**src/rtl/hermes_i2s_pkg.sv**
```systemverilog
// Shared types and constants for the Hermes I2S slave receiver.
// States, default slot length and LRCLK polarity.
package hermes_i2s_pkg;

  typedef enum logic [1:0] {
    HUNT,
    LEFT,
    RIGHT
  } i2s_state_e;

  localparam int   DEF_SLOT_BITS = 32;
  localparam logic LR_LEFT       = 1'b0;

endpackage

```
**src/rtl/hermes_i2s_rx_sync_edge.sv**
```systemverilog
// hermes_sync_edge: STAGES-deep synchroniser, history flop, edge strobes.
// Ports: CLK_IN, reset_n, d (async in), q (synced), rise, fall.
module hermes_sync_edge #(
  parameter int STAGES = 2
) (
  input  logic CLK_IN,
  input  logic reset_n,
  input  logic d,
  output logic q,
  output logic rise,
  output logic fall
);

  logic [STAGES-1:0] sr;
  logic              hist;

  always_ff @(posedge CLK_IN or negedge reset_n) begin
    if (!reset_n) begin
      sr   <= '0;
      hist <= 1'b0;
    end else begin
      sr   <= {sr[STAGES-2:0], d};
      hist <= sr[STAGES-1];
    end
  end

  assign q    = sr[STAGES-1];
  assign rise = q & ~hist;
  assign fall = ~q & hist;

endmodule

```
**src/rtl/hermes_i2s_slave_rx.sv**
```systemverilog
// I2S slave receiver: syncs BCLK/LRCLK/DIN into CLK_IN, deserialises
// left/right samples, strobes data_valid once per locked frame.
// Ports: CLK_IN, reset_n, BCLK_in, LRCLK_in, DIN, left_data, right_data,
// data_valid, locked, frame_err, err_count.
// Option: HERMES_I2S_RX_ERR_CNT_EN enables the saturating err_count.
module hermes_i2s_slave_rx
  import hermes_i2s_pkg::*;
#(
  parameter int SAMPLE_W    = 16,
  parameter int SLOT_BITS   = DEF_SLOT_BITS,
  parameter int SYNC_STAGES = 2
) (
  input  logic                CLK_IN,
  input  logic                reset_n,
  input  logic                BCLK_in,
  input  logic                LRCLK_in,
  input  logic                DIN,
  output logic [SAMPLE_W-1:0] left_data,
  output logic [SAMPLE_W-1:0] right_data,
  output logic                data_valid,
  output logic                locked,
  output logic                frame_err,
  output logic [15:0]         err_count
);

  localparam int CW = $clog2(SLOT_BITS);
  localparam logic [CW-1:0] LAST = CW'(SLOT_BITS - 1);
  localparam logic [CW-1:0] CAP  = CW'(SAMPLE_W - 1);
  localparam logic [CW-1:0] SW   = CW'(SAMPLE_W);

  logic brise, lr_s, din_s;
  logic bclk_q_unused, bclk_fall_unused;
  logic lr_rise_unused, lr_fall_unused;
  logic din_rise_unused, din_fall_unused;

  hermes_sync_edge #(.STAGES(SYNC_STAGES)) u_bclk (
    .CLK_IN (CLK_IN),
    .reset_n(reset_n),
    .d      (BCLK_in),
    .q      (bclk_q_unused),
    .rise   (brise),
    .fall   (bclk_fall_unused)
  );

  hermes_sync_edge #(.STAGES(SYNC_STAGES)) u_lr (
    .CLK_IN (CLK_IN),
    .reset_n(reset_n),
    .d      (LRCLK_in),
    .q      (lr_s),
    .rise   (lr_rise_unused),
    .fall   (lr_fall_unused)
  );

  hermes_sync_edge #(.STAGES(SYNC_STAGES)) u_din (
    .CLK_IN (CLK_IN),
    .reset_n(reset_n),
    .d      (DIN),
    .q      (din_s),
    .rise   (din_rise_unused),
    .fall   (din_fall_unused)
  );

  i2s_state_e          state, state_nx;
  logic                lr_prev, lr_nx;
  logic [CW-1:0]       bit_cnt, cnt_nx;
  logic [1:0]          good_cnt, good_nx;
  logic [SAMPLE_W-1:0] shift_reg, shift_nx;
  logic [SAMPLE_W-1:0] left_hold, hold_nx;
  logic [SAMPLE_W-1:0] ldat_nx, rdat_nx;
  logic [SAMPLE_W-1:0] shifted;
  logic                dv_nx, err_nx;
  logic                bnd, to_left, to_right;

  assign locked   = (good_cnt == 2'd2);
  assign bnd      = (lr_s != lr_prev);
  assign to_left  = bnd && (lr_s == LR_LEFT);
  assign to_right = bnd && (lr_s != LR_LEFT);
  assign shifted  = SAMPLE_W'({shift_reg, din_s});

  always_comb begin
    state_nx = state;
    lr_nx    = lr_prev;
    cnt_nx   = bit_cnt;
    good_nx  = good_cnt;
    shift_nx = shift_reg;
    hold_nx  = left_hold;
    ldat_nx  = left_data;
    rdat_nx  = right_data;
    dv_nx    = 1'b0;
    err_nx   = 1'b0;
    if (brise) begin
      lr_nx = lr_s;
      if (bnd) begin
        cnt_nx = '0;
        err_nx = (state != HUNT) && (bit_cnt != LAST);
      end else if (bit_cnt == LAST) begin
        err_nx = (state != HUNT);
      end else begin
        cnt_nx = bit_cnt + 1'b1;
      end
      if (!bnd && state != HUNT && bit_cnt < SW)
        shift_nx = shifted;
      if (!bnd && bit_cnt == CAP) begin
        unique case (state)
          LEFT: hold_nx = shifted;
          RIGHT: begin
            if (locked) begin
              ldat_nx = left_hold;
              rdat_nx = shifted;
              dv_nx   = 1'b1;
            end
          end
          default: ;
        endcase
      end
      if (err_nx) begin
        good_nx  = '0;
        shift_nx = '0;
        hold_nx  = '0;
        state_nx = to_left ? LEFT : HUNT;
      end else if (to_left) begin
        state_nx = LEFT;
        if (state == RIGHT && !locked)
          good_nx = good_cnt + 2'd1;
      end else if (to_right && state == LEFT) begin
        state_nx = RIGHT;
      end
    end
  end

  always_ff @(posedge CLK_IN or negedge reset_n) begin
    if (!reset_n) begin
      state      <= HUNT;
      lr_prev    <= 1'b0;
      bit_cnt    <= '0;
      good_cnt   <= '0;
      shift_reg  <= '0;
      left_hold  <= '0;
      left_data  <= '0;
      right_data <= '0;
      data_valid <= 1'b0;
      frame_err  <= 1'b0;
    end else begin
      state      <= state_nx;
      lr_prev    <= lr_nx;
      bit_cnt    <= cnt_nx;
      good_cnt   <= good_nx;
      shift_reg  <= shift_nx;
      left_hold  <= hold_nx;
      left_data  <= ldat_nx;
      right_data <= rdat_nx;
      data_valid <= dv_nx;
      frame_err  <= err_nx;
    end
  end

`ifdef HERMES_I2S_RX_ERR_CNT_EN
  always_ff @(posedge CLK_IN or negedge reset_n) begin
    if (!reset_n)
      err_count <= '0;
    else if (frame_err && err_count != 16'hFFFF)
      err_count <= err_count + 16'd1;
  end
`else
  assign err_count = '0;
`endif

endmodule
```
**config.mk**
```make
export PLATFORM = sky130hd
export DESIGN_NAME = hermes_i2s_slave_rx
export DESIGN_NICKNAME = d
export VERILOG_FILES = /design/src/rtl/hermes_i2s_pkg.sv /design/src/rtl/hermes_i2s_rx_sync_edge.sv /design/src/rtl/hermes_i2s_slave_rx.sv
export SDC_FILE = /design/constraint.sdc
export NUM_CORES = 1
export LEC_CHECK = 0
export BUFFER_PORTS_ARGS = -buffer_cell sky130_fd_sc_hd__buf_4
export CAP_MARGIN = 10
export CELL_PAD_IN_SITES_DETAIL_PLACEMENT = 0
export CELL_PAD_IN_SITES_GLOBAL_PLACEMENT = 1
export CORE_UTILIZATION = 25
export CTS_BUF_LIST = sky130_fd_sc_hd__clkbuf_16
export CTS_CLUSTER_DIAMETER = 30
export DETAILED_ROUTE_END_ITERATION = 6
export GPL_TIMING_DRIVEN = 0
export PLACE_DENSITY = 0.49
export SLEW_MARGIN = 20
export SYNTH_ARGS = -nofsm -noshare
export SYNTH_HDL_FRONTEND = slang
export SYNTH_HIERARCHICAL = 1
export SYNTH_SLANG_ARGS = --single-unit
```
**constraint.sdc**
```tcl
create_clock -name CLK_IN -period 3.7 [get_ports CLK_IN]
set_input_delay 0.37 -clock CLK_IN [delete_from_list [all_inputs] [get_ports CLK_IN]]
set_output_delay 0.37 -clock CLK_IN [all_outputs]
set_load 0.01 [all_outputs]
```
==> flow_metrics.py <==
metrics = {
    "floorplanning": {
        "num_rows": 41,
        "core-area_um2": 12770,
        "die_w_um": 117.0,
        "pin_count": 56,
        "initial_core_util_pct": 25.89,
        "die_h_um": 117.0,
        "dieArea_um2": 13690,
    },
    "grt": {
        "grt_overflow": 0,
        "antenna_found_initial": 0,
        "track_usage_pct": 10.48,
        "grt_pass1_wl_um": 10610,
        "grt_pass1_vias": 1967,
        "grt_start_max_net_pins": 83,
    },
    "placed_design": {
        "io_buffers": 39,
        "dpl.cell_count": 459,
        "place_hpwl_um": 4233,
        "place.gp.congestion": 0.6649,
    },
    "finish": {
        "antenna_cells": 0,
        "layout-drive-gt1-share_pct": 36.30,
        "fillers": 1301,
        "area_delta_synth_final_pct": 25.54,
        "ff_latch_area_um2": 2052,
        "utilization_pct": 32.50,
        "layout.nets": 309,
        "layout.cells.non_filler": 475,
        "reg.largest.list": "left_data (16), left_hold (16), right_data (16)",
        "multi_input_area_um2": 1095,
    },
    "run_status": {
        "run_status": "finished, final reports clean",
    },
    "clocking": {
        "clockBufferDepth": 2,
        "cts.clk_slew.worst_paths_ns": 0.06,
        "cts_setup_buffers": 0,
        "cts_buffers": 9,
        "cts.sinks": 82,
        "clock_latency_ns": 0.33,
        "cts_hold_buf": 0,
        "htreeDepth": 3,
        "cts_root_buffer": "clkbuf_16",
        "cts_tree": "built",
        "cts_resized": 0,
    },
    "worst_setup_path": {
        "r2r_setup_slack_ns": 1.22,
        "crit_path_end_kind": "register",
        "critPathMaxFanout": 10,
        "startpoint": "bit_cnt[0]",
        "crit_path_start_kind": "register",
        "required_ns": 3.97,
        "arrival_ns": 2.75,
        "r2r-start": "bit_cnt[0]",
        "crit_type": "reg -> reg",
    },
    "pwr": {
        "p_leak_nw": 2.088,
        "pwr-share-seq_pct": 50.1,
        "netSwitchingPower_w": 0.0004922,
        "clkPwrFrac_pct": 42.4,
        "p_comb_share_pct": 7.5,
        "intPower_w": 0.001457,
        "vdd_drop_max_mv": 0.2005,
        "p_sw_share_pct": 25.25,
        "powerDensity_nw_per_um2": 469.6,
    },
    "detailed_routing": {
        "viasPerCell": 4.177,
        "firstDrtPassIters": 4,
        "wl_per_cell_um": 13.53,
        "ant_nets": 0,
        "dr.first_iter.drc_count": 84,
        "routed_wirelength_um": 6425,
        "via_count": 1984,
        "post-route-drc-count": 0,
    },
    "synth": {
        "synth.avg_cell_area_um2": 14.19,
        "synth_cells": 233,
        "syn-cell-area_um2": 3307,
        "yosysWarnings": 6,
    },
    "timing": {
        "min_period_ns": 2.477,
        "hold_viol": 0,
        "finClkSkew_ns": 0.009818,
        "rsz0062_at_grt": "no",
        "relSlewSlack_pct": 50.77,
        "setup_tns_ns": 0,
        "finalCritPeriodShare_pct": 66.94,
        "setup_viol": 0,
        "fmax_ghz": 0.4038,
        "final_max_slew_viol_count": 0,
        "worstMarginPinSlew_ns": 0.7384,
        "fin_hold_ws_ns": 0.06496,
    },
    "min_path": {
        "hold_class": "in -> async",
    },
    "flow_run": {
        "drv_cap": 0,
    },
}
[path summary, 6_finish.rpt]
path                                       to  cells after the start
worst max-delay path            left_hold[15]                      8
worst min-delay path                  lr_prev                      1
worst max register to register  left_hold[15]                      8
worst min register to register   u_bclk/sr[1]                      0
max in group asynchronous        shift_reg[0]                      1
min in group CLK_IN               u_din/sr[0]                      1
[layer usage]
| metal | vias to the layer above | global-route usage [%] | routed length (µm) | part of all wire, % |
|---|---|---|---|---|
| met4 | 0 | 4.810 | 134 | 2.1 |
| met5 | - | 0 | 0 | 0 |
| met2 | 40 | 15.27 | 2837 | 44 |
| li1 | 949 | - | - | - |
| met1 | 985 | 14.51 | 3227 | 50 |
| met3 | 10 | 2.832 | 225 | 3.5 |
[stage by stage]
step / area, µm² / setup slack (ns) / total power [W]
after global placement: 3871 / 1.226 / 0.001138
after detailed placement: 3871 / 1.217 / 0.001140
final: 4151 / 1.223 / 0.001950
after CTS: 4148 / 1.203 / 0.001977
after global routing: 4151 / 1.039 / 0.002042
after floorplan: 3363 / 1.606 / 0.001086
[cell usage in the layout, fill, tap and decap left out, types with 2 or more instances in the layout]
| master | count |
|---|---|
| mux2_1 | 5 |
| clkbuf_16 | 9 |
| inv_1 | 6 |
| buf_4 | 55 |
| dfrtp_1 | 82 |
| inv_6 | 2 |
| nor2_1 | 2 |
| buf_2 | 5 |
| nand2b_1 | 3 |
| nand2_1 | 4 |
| o2bb2ai_1 | 3 |
| a22o_1 | 34 |
| ha_1 | 6 |
| clkinv_2 | 2 |
| conb_1 | 16 |
| buf_6 | 4 |
| clkbuf_1 | 2 |
| a21oi_1 | 2 |
| and3_1 | 2 |
| nand4b_1 | 3 |
| mux2_2 | 27 |
| nor2b_1 | 5 |
| clkinvlp_4 | 2 |
| o21ai_0 | 7 |
[cell type report]
class / count / area share, %
flip-flops and latches: 82 / 49.43
multi-input cells: 133 / 26.37
repair buffers: 39 / 7.143
clock buffers: 9 / 5.425
well taps: 172 / 5.184
plain buffers: 27 / 4.671
clock inverters: 7 / 1.236
inverters: 6 / 0.5425
[power groups by stage]
stage | clock, W | combinational (W) | sequential (W)
global placement | 0 | 0.000146 | 0.000992
global route | 0.000889 | 0.000169 | 0.000984
floorplan | 0 | 0.000105 | 0.000981
CTS | 0.000853 | 0.000148 | 0.000976
detailed placement | 0 | 0.000148 | 0.000992
finish | 0.000827 | 0.000146 | 0.000977
[worst max-delay path, cell delays in order, from the launching register on]
cell	delay, ns
dfrtp_1	0.42
ha_1	0.24
and3_1	0.22
ha_1	0.17
buf_2	0.17
nand2b_1	0.19
nor2_1	0.47
buf_2	0.35
a22o_1	0.16
(Power assumes the default switching activity.)
